--- src/rtl/control_unit.sv ---
// Main decoder for a single-cycle RV32I datapath.
// Control outputs are combinational; a sticky flag records illegal encodings.
module control_unit #(
    parameter int unsigned OP_EFF_WIDTH  = 5,
    parameter int unsigned FUNCT3_WIDTH  = 3,
    parameter int unsigned ALUCTRL_WIDTH = 4
) (
    input  logic                     clk,
    input  logic                     rst,
    input  logic [OP_EFF_WIDTH-1:0]  opcode_eff,
    input  logic                     funct7_fif,
    input  logic [FUNCT3_WIDTH-1:0]  funct3,
    input  logic                     BrEq,
    input  logic                     BrLT,
    output logic                     PCSel,
    output logic [2:0]               ImmSel,
    output logic                     RegWEn,
    output logic                     BrUn,
    output logic                     ASel,
    output logic                     BSel,
    output logic [ALUCTRL_WIDTH-1:0] ALUSel,
    output logic                     MemRW,
    output logic [1:0]               WBSel,
    output logic                     illegal_instr,
    output logic                     illegal_seen
);

    // Effective opcodes (instruction bits [6:2])
    localparam logic [OP_EFF_WIDTH-1:0] OP_LOAD   = 5'b00000;
    localparam logic [OP_EFF_WIDTH-1:0] OP_IARITH = 5'b00100;
    localparam logic [OP_EFF_WIDTH-1:0] OP_AUIPC  = 5'b00101;
    localparam logic [OP_EFF_WIDTH-1:0] OP_STORE  = 5'b01000;
    localparam logic [OP_EFF_WIDTH-1:0] OP_RTYPE  = 5'b01100;
    localparam logic [OP_EFF_WIDTH-1:0] OP_LUI    = 5'b01101;
    localparam logic [OP_EFF_WIDTH-1:0] OP_BRANCH = 5'b11000;
    localparam logic [OP_EFF_WIDTH-1:0] OP_JALR   = 5'b11001;
    localparam logic [OP_EFF_WIDTH-1:0] OP_JAL    = 5'b11011;

    localparam logic [ALUCTRL_WIDTH-1:0] ALU_ADD  = 4'd0;
    localparam logic [ALUCTRL_WIDTH-1:0] ALU_SUB  = 4'd1;
    localparam logic [ALUCTRL_WIDTH-1:0] ALU_AND  = 4'd2;
    localparam logic [ALUCTRL_WIDTH-1:0] ALU_OR   = 4'd3;
    localparam logic [ALUCTRL_WIDTH-1:0] ALU_XOR  = 4'd4;
    localparam logic [ALUCTRL_WIDTH-1:0] ALU_SLL  = 4'd5;
    localparam logic [ALUCTRL_WIDTH-1:0] ALU_SRL  = 4'd6;
    localparam logic [ALUCTRL_WIDTH-1:0] ALU_SRA  = 4'd7;
    localparam logic [ALUCTRL_WIDTH-1:0] ALU_SLT  = 4'd8;
    localparam logic [ALUCTRL_WIDTH-1:0] ALU_SLTU = 4'd9;

    localparam logic [2:0] IMM_I = 3'b000;
    localparam logic [2:0] IMM_S = 3'b001;
    localparam logic [2:0] IMM_B = 3'b010;
    localparam logic [2:0] IMM_J = 3'b011;
    localparam logic [2:0] IMM_U = 3'b100;

    localparam logic [1:0] WB_MEM = 2'b00;
    localparam logic [1:0] WB_ALU = 2'b01;
    localparam logic [1:0] WB_PC4 = 2'b10;
    localparam logic [1:0] WB_IMM = 2'b11;

    logic [ALUCTRL_WIDTH-1:0] alu_f3;

    // Base ALU operation implied by funct3, before the bit-30 modifier
    always_comb begin
        alu_f3 = ALU_ADD;
        unique case (funct3)
            3'b000: alu_f3 = ALU_ADD;
            3'b001: alu_f3 = ALU_SLL;
            3'b010: alu_f3 = ALU_SLT;
            3'b011: alu_f3 = ALU_SLTU;
            3'b100: alu_f3 = ALU_XOR;
            3'b101: alu_f3 = ALU_SRL;
            3'b110: alu_f3 = ALU_OR;
            3'b111: alu_f3 = ALU_AND;
            default: alu_f3 = ALU_ADD;
        endcase
    end

    // Main decode; every control defaults to 0 so unsupported encodings do nothing
    always_comb begin
        PCSel         = 1'b0;
        ImmSel        = IMM_I;
        RegWEn        = 1'b0;
        BrUn          = 1'b0;
        ASel          = 1'b0;
        BSel          = 1'b0;
        ALUSel        = ALU_ADD;
        MemRW         = 1'b0;
        WBSel         = WB_MEM;
        illegal_instr = 1'b0;
        case (opcode_eff)
            OP_RTYPE: begin
                ALUSel = alu_f3;
                if (funct7_fif && funct3 == 3'b000) ALUSel = ALU_SUB;
                if (funct7_fif && funct3 == 3'b101) ALUSel = ALU_SRA;
                RegWEn = 1'b1;
                WBSel  = WB_ALU;
            end
            OP_IARITH: begin
                // Bit 30 is part of the immediate except for SRAI, so ADDI never subtracts
                ALUSel = alu_f3;
                if (funct7_fif && funct3 == 3'b101) ALUSel = ALU_SRA;
                BSel   = 1'b1;
                RegWEn = 1'b1;
                WBSel  = WB_ALU;
            end
            OP_LOAD: begin
                BSel   = 1'b1;
                RegWEn = 1'b1;
                WBSel  = WB_MEM;
            end
            OP_STORE: begin
                BSel   = 1'b1;
                MemRW  = 1'b1;
                ImmSel = IMM_S;
            end
            OP_BRANCH: begin
                if (funct3 == 3'b010 || funct3 == 3'b011) begin
                    illegal_instr = 1'b1;
                end else begin
                    ASel   = 1'b1;
                    BSel   = 1'b1;
                    ImmSel = IMM_B;
                    BrUn   = funct3[1];
                    unique case (funct3)
                        3'b000:         PCSel = BrEq;
                        3'b001:         PCSel = ~BrEq;
                        3'b100, 3'b110: PCSel = BrLT;
                        3'b101, 3'b111: PCSel = ~BrLT;
                        default:        PCSel = 1'b0;
                    endcase
                end
            end
            OP_JAL: begin
                PCSel  = 1'b1;
                ASel   = 1'b1;
                BSel   = 1'b1;
                ImmSel = IMM_J;
                RegWEn = 1'b1;
                WBSel  = WB_PC4;
            end
            OP_JALR: begin
                PCSel  = 1'b1;
                BSel   = 1'b1;
                ImmSel = IMM_I;
                RegWEn = 1'b1;
                WBSel  = WB_PC4;
            end
            OP_AUIPC: begin
                ASel   = 1'b1;
                BSel   = 1'b1;
                ImmSel = IMM_U;
                RegWEn = 1'b1;
                WBSel  = WB_ALU;
            end
            OP_LUI: begin
                ImmSel = IMM_U;
                RegWEn = 1'b1;
                WBSel  = WB_IMM;
            end
            default: illegal_instr = 1'b1;
        endcase
    end

    // Sticky illegal-encoding flag; reset has priority over a coincident illegal encoding
    always_ff @(posedge clk or posedge rst) begin
        if (rst) begin
            illegal_seen <= 1'b0;
        end else if (illegal_instr) begin
            illegal_seen <= 1'b1;
        end
    end

endmodule

--- config.mk ---
export PLATFORM = sky130hd
export DESIGN_NAME = control_unit
export DESIGN_NICKNAME = d
export VERILOG_FILES = /design/src/rtl/control_unit.sv
export SDC_FILE = /design/constraint.sdc
export NUM_CORES = 1
export LEC_CHECK = 0
export CAP_MARGIN = 10
export CORE_AREA = 10 10 47 49
export CTS_CLUSTER_SIZE = 28
export DETAILED_ROUTE_END_ITERATION = 16
export DIE_AREA = 0 0 57 59
export GPL_ROUTABILITY_DRIVEN = 0
export PLACE_DENSITY = 0.7
export SETUP_SLACK_MARGIN = 0.2
export SLEW_MARGIN = 15
export SYNTH_ARGS = -nofsm -noshare
export SYNTH_HDL_FRONTEND = slang
export SYNTH_SLANG_ARGS = --single-unit
--- constraint.sdc ---
create_clock -name clk -period 0.9 [get_ports clk]
set_input_delay 0.09 -clock clk [delete_from_list [all_inputs] [get_ports clk]]
set_output_delay 0.09 -clock clk [all_outputs]
set_load 0.05 [all_outputs]
==> results of run 1 <==
[kinds of logic after synthesis]
logic type             after synthesis
buffers and inverters                7
AOI/OAI and AO/OA                   20
and+or+nand+nor                     32
DFF                                  1
[synthesized netlist by cell type, types with 2 or more instances]
| library cell | n | share of area (%) |
|---|---|---|
| a21oi_1 | 8 | 11 |
| nand2_1 | 8 | 8.3 |
| nor2_1 | 7 | 7.3 |
| clkbuf_1 | 4 | 4.2 |
| inv_1 | 3 | 3.1 |
| nand2b_1 | 3 | 5.2 |
| o21ai_0 | 3 | 4.2 |
| nor2b_1 | 2 | 3.5 |
| nor3_1 | 2 | 2.8 |
| nor4_1 | 2 | 3.5 |
| o221ai_1 | 2 | 4.9 |
| or3b_1 | 2 | 4.9 |
[metrics by stage]
stage | TNS (ns) | setup WS, ns
global placement | -9.87 | -0.755
floorplan | -2.44 | -0.456
detailed placement | -10.16 | -0.798
==> impl_metrics.toml, run 1 <==
[clock_tree]
cts_hold_buf = 0
post_cts_resized = 87
cts_setup_buffers = 8

[place]
dp.cells = 127
port_buffers = 29
dp_hpwl_um = 1670
place_area_sq_um = 1240

[yosys]
synth_flop_cell = "dfrtp_1"
avgSynthCellArea_sq_um = 6.01
ys_seq_area_share_pct = 6.94
synth_top_family_by_area = "simple AND/OR/NAND/NOR gates"
synthCells = 60
synth-simple-area-share_pct = 47.9
yosys_warnings = 0
synth-seq-cells = 1
synthArstFlopShare_pct = 100
synth_mux_area_share_pct = 0
syn_nets = 73
synth_edf_count = 0
synth_xor_area_share_pct = 0
ys_types = 26
synth_fa_ha_area_share_pct = 0
synth_compound_area_share_pct = 37.8
synth.cell_area_sq_um = 360

[floorplan]
start_util_pct = 25.7
die_x_um = 57
die_h_um = 59
row_count = 14
ios = 30

[run_status]
lastStage = "clock tree synthesis (4_1_cts)"
error = "[ERROR DPL-0038] Utilization greater than 100%, impossible to legalize"
outcome = "did not finish"
==> run 2: changes to the inputs <==
--- a/config.mk
+++ b/config.mk
@@ -6,13 +6,11 @@
 export NUM_CORES = 1
 export LEC_CHECK = 0
 export CAP_MARGIN = 10
-export CORE_AREA = 10 10 47 49
-export CTS_CLUSTER_SIZE = 28
+export CORE_AREA = 10 10 71 73
 export DETAILED_ROUTE_END_ITERATION = 16
-export DIE_AREA = 0 0 57 59
+export DIE_AREA = 0 0 81 83
 export GPL_ROUTABILITY_DRIVEN = 0
-export PLACE_DENSITY = 0.7
-export SETUP_SLACK_MARGIN = 0.2
+export PLACE_DENSITY_LB_ADDON = 0.15
 export SLEW_MARGIN = 15
 export SYNTH_ARGS = -nofsm -noshare
 export SYNTH_HDL_FRONTEND = slang
==> constraint.sdc (replaced) <==
create_clock -name clk -period 1.2 [get_ports clk]
set_input_delay 0.12 -clock clk [delete_from_list [all_inputs] [get_ports clk]]
set_output_delay 0.12 -clock clk [all_outputs]
set_load 0.05 [all_outputs]
==> impl_metrics.toml, run 2 <==
[run_status]
outcome = "complete, but fails checks"
violations = "setup timing"

[worst_setup_path]
crit_chain = "buf_6, or3_1, a32o_2, o31ai_4, buf_12"
rr_endpoint = "illegal_seen$_DFFE_PP0P_"
path_class = "primary input to output port"
rr_startpoint = "illegal_seen$_DFFE_PP0P_"
cpMaxStageDelayCell = "or3_1"
cp.arrival_ns = 1.26
worst-r2r-setup-slack_ns = 0.44
cp_data_required_time_ns = 1.08
worstSetupStartpointType = "primary input"
slowest_delay_ns = 0.36
startpoint = "BrEq"
cp-end-kind = "output port"
endpoint = "PCSel"
crit_path_max_fanout = 2
ff2ff_path_depth = 2

[floorplan]
start_util_pct = 9.92
coreArea_sq_um = 3630
die_x_um = 81
ios = 30
dieArea_sq_um = 6720
die_h_um = 83
row_count = 22

[timing]
rsz0062_at_grt = "yes"
hold_violations = 0
fin_skew_ns = 0
post-route-period-util_pct = 115
slew_violations = 0
report.final.setup_viol = 1
max_freq_mhz = 726
relSlewSlack_pct = 78.7
max_slew.worst_pin.slew_ns = 0.316
fin_crit_ns = 1.38
worst_slack_ns = -0.178

[yosys]
syn_nets = 73
synth_top_area_share_pct = 11.1
synthCells = 60
synth_common_cells = "a21oi_1, nand2_1, nor2_1"
synth_edf_count = 0
avgSynthCellArea_sq_um = 6.01
synth.cell_area_sq_um = 360
yosys-top-cells-area = "a21oi_1, nand2_1, nor2_1"
ys_seq_area_share_pct = 6.94
yosys.area.top_type = "a21oi_1"
synth_flop_cell = "dfrtp_1"
ys_types = 26
synthArstFlopShare_pct = 100
synth-seq-cells = 1
yosys_warnings = 0

[pwr]
powerDensity_nw_per_um2 = 355
vdd_drop_max_mv = 0.215
power.total_mw = 0.461
leakagePower_nw = 0.558

[finish]
post-route-util_pct = 35.7
largest_register_ff_count = 1
area_growth_pct = 260
layout-drive-gt1-share_pct = 73.0
fin_area_sq_um = 1300
fin_nets = 130
antenna_cells = 0
regMostFlops = "illegal_seen"
mostFrequentLayoutCells = "buf_4, buf_12, buf_6"
reg.largest.list = "illegal_seen x1"
final_common_cell = "buf_4"

[routing]
drc = 0
vias = 643
ant_nets = 0
drt_first_pass_iters = 2
avgViaCountPerCell = 3.94
wl_um = 1940
first_iter_violations = 4
wl_per_cell_um = 11.9

[global_routing]
grt_pass1_wl_um = 3270
antenna_found_initial = 0
grtUsageTotal_pct = 5.56
gr-total-overflow = 0
grt_max_degree = 8
grt_pass1_vias = 666

[place]
port_buffers = 29
dpl_worst_slack_ns = -0.590
place_area_sq_um = 1170
dp_hpwl_um = 1630

[worst_hold_path]
hp-class = "primary input to asynchronous set/reset pin"

[job]
max-cap-violations = 0

[clock_tree]
cts.clk_slew.worst_paths_ns = 0
insertion_delay_ns = 0
[run 2: cell counts after synthesis]
Identical to the previous run, type by type.
[run 2: cells by family (layout without fill, tap and decap cells)]
family          after synthesis  after routing  synth area share [%]
flops                         1              1                  6.94
simple gates                 32             32                  47.9
buf+inv                       7             62                  7.29
compound gates               20             20                  37.8
[run 2: layer usage]
layer,share of wire [%],vias up,global-route usage (%)
li1,-,336,-
met1,41,290,6.84
met2,52,17,9.94
met3,7.1,0,1.29
met4,0,0,0
met5,0,-,0
[run 2: how the worst min path moves through the flow]
stage / from / end / slack (ns) / cells past startpoint
floorplan: rst / illegal_seen$_DFFE_PP0P_ / -0.15 / 1
global placement: rst / illegal_seen$_DFFE_PP0P_ / 0.26 / 2
detailed placement: rst / illegal_seen$_DFFE_PP0P_ / 0.26 / 2
CTS: rst / illegal_seen$_DFFE_PP0P_ / 0.26 / 2
global route: rst / illegal_seen$_DFFE_PP0P_ / 0.27 / 2
finish: rst / illegal_seen$_DFFE_PP0P_ / 0.26 / 2
[run 2: layout make-up]
cell class / instances / area (sq um)
fill: 398 / 2340
timing repair buffer: 59 / 689
multi-input combinational: 52 / 512
tap: 48 / 60.1
sequential: 1 / 25.0
inverter: 3 / 11.3
[run 2: what timing repair did]
action	CTS	global route
buffers inserted	3	0
pin swaps	13	8
gates cloned	1	0
endpoints found under the setup margin	17	10
hold buffers	0	0
resized for setup	68	10
[run 2: per-stage QoR]
stage	std cells	setup TNS, ns	hold slack (ns)
2_1_floorplan	60	-0.718	-0.151
3_3_place_gp	159	-7.20	0.260
3_5_place_dp	159	-7.02	0.262
4_1_cts	163	-0.266	0.262
5_1_grt	163	-0.208	0.273
6_report	163	-0.178	0.260
[run 2: power by group]
part           switching, mW  internal, mW
combinational          0.211         0.216
sequential                 0        0.0343
clock                      0             0
total                  0.211         0.250
[run 2: critical path: cells and delay by family]
family / cells / cell delay [ns]
compound gates: 2 / 0.50
buf+inv: 2 / 0.26
simple gates: 1 / 0.36
No activity file was read; power rests on OpenSTA's default activity.
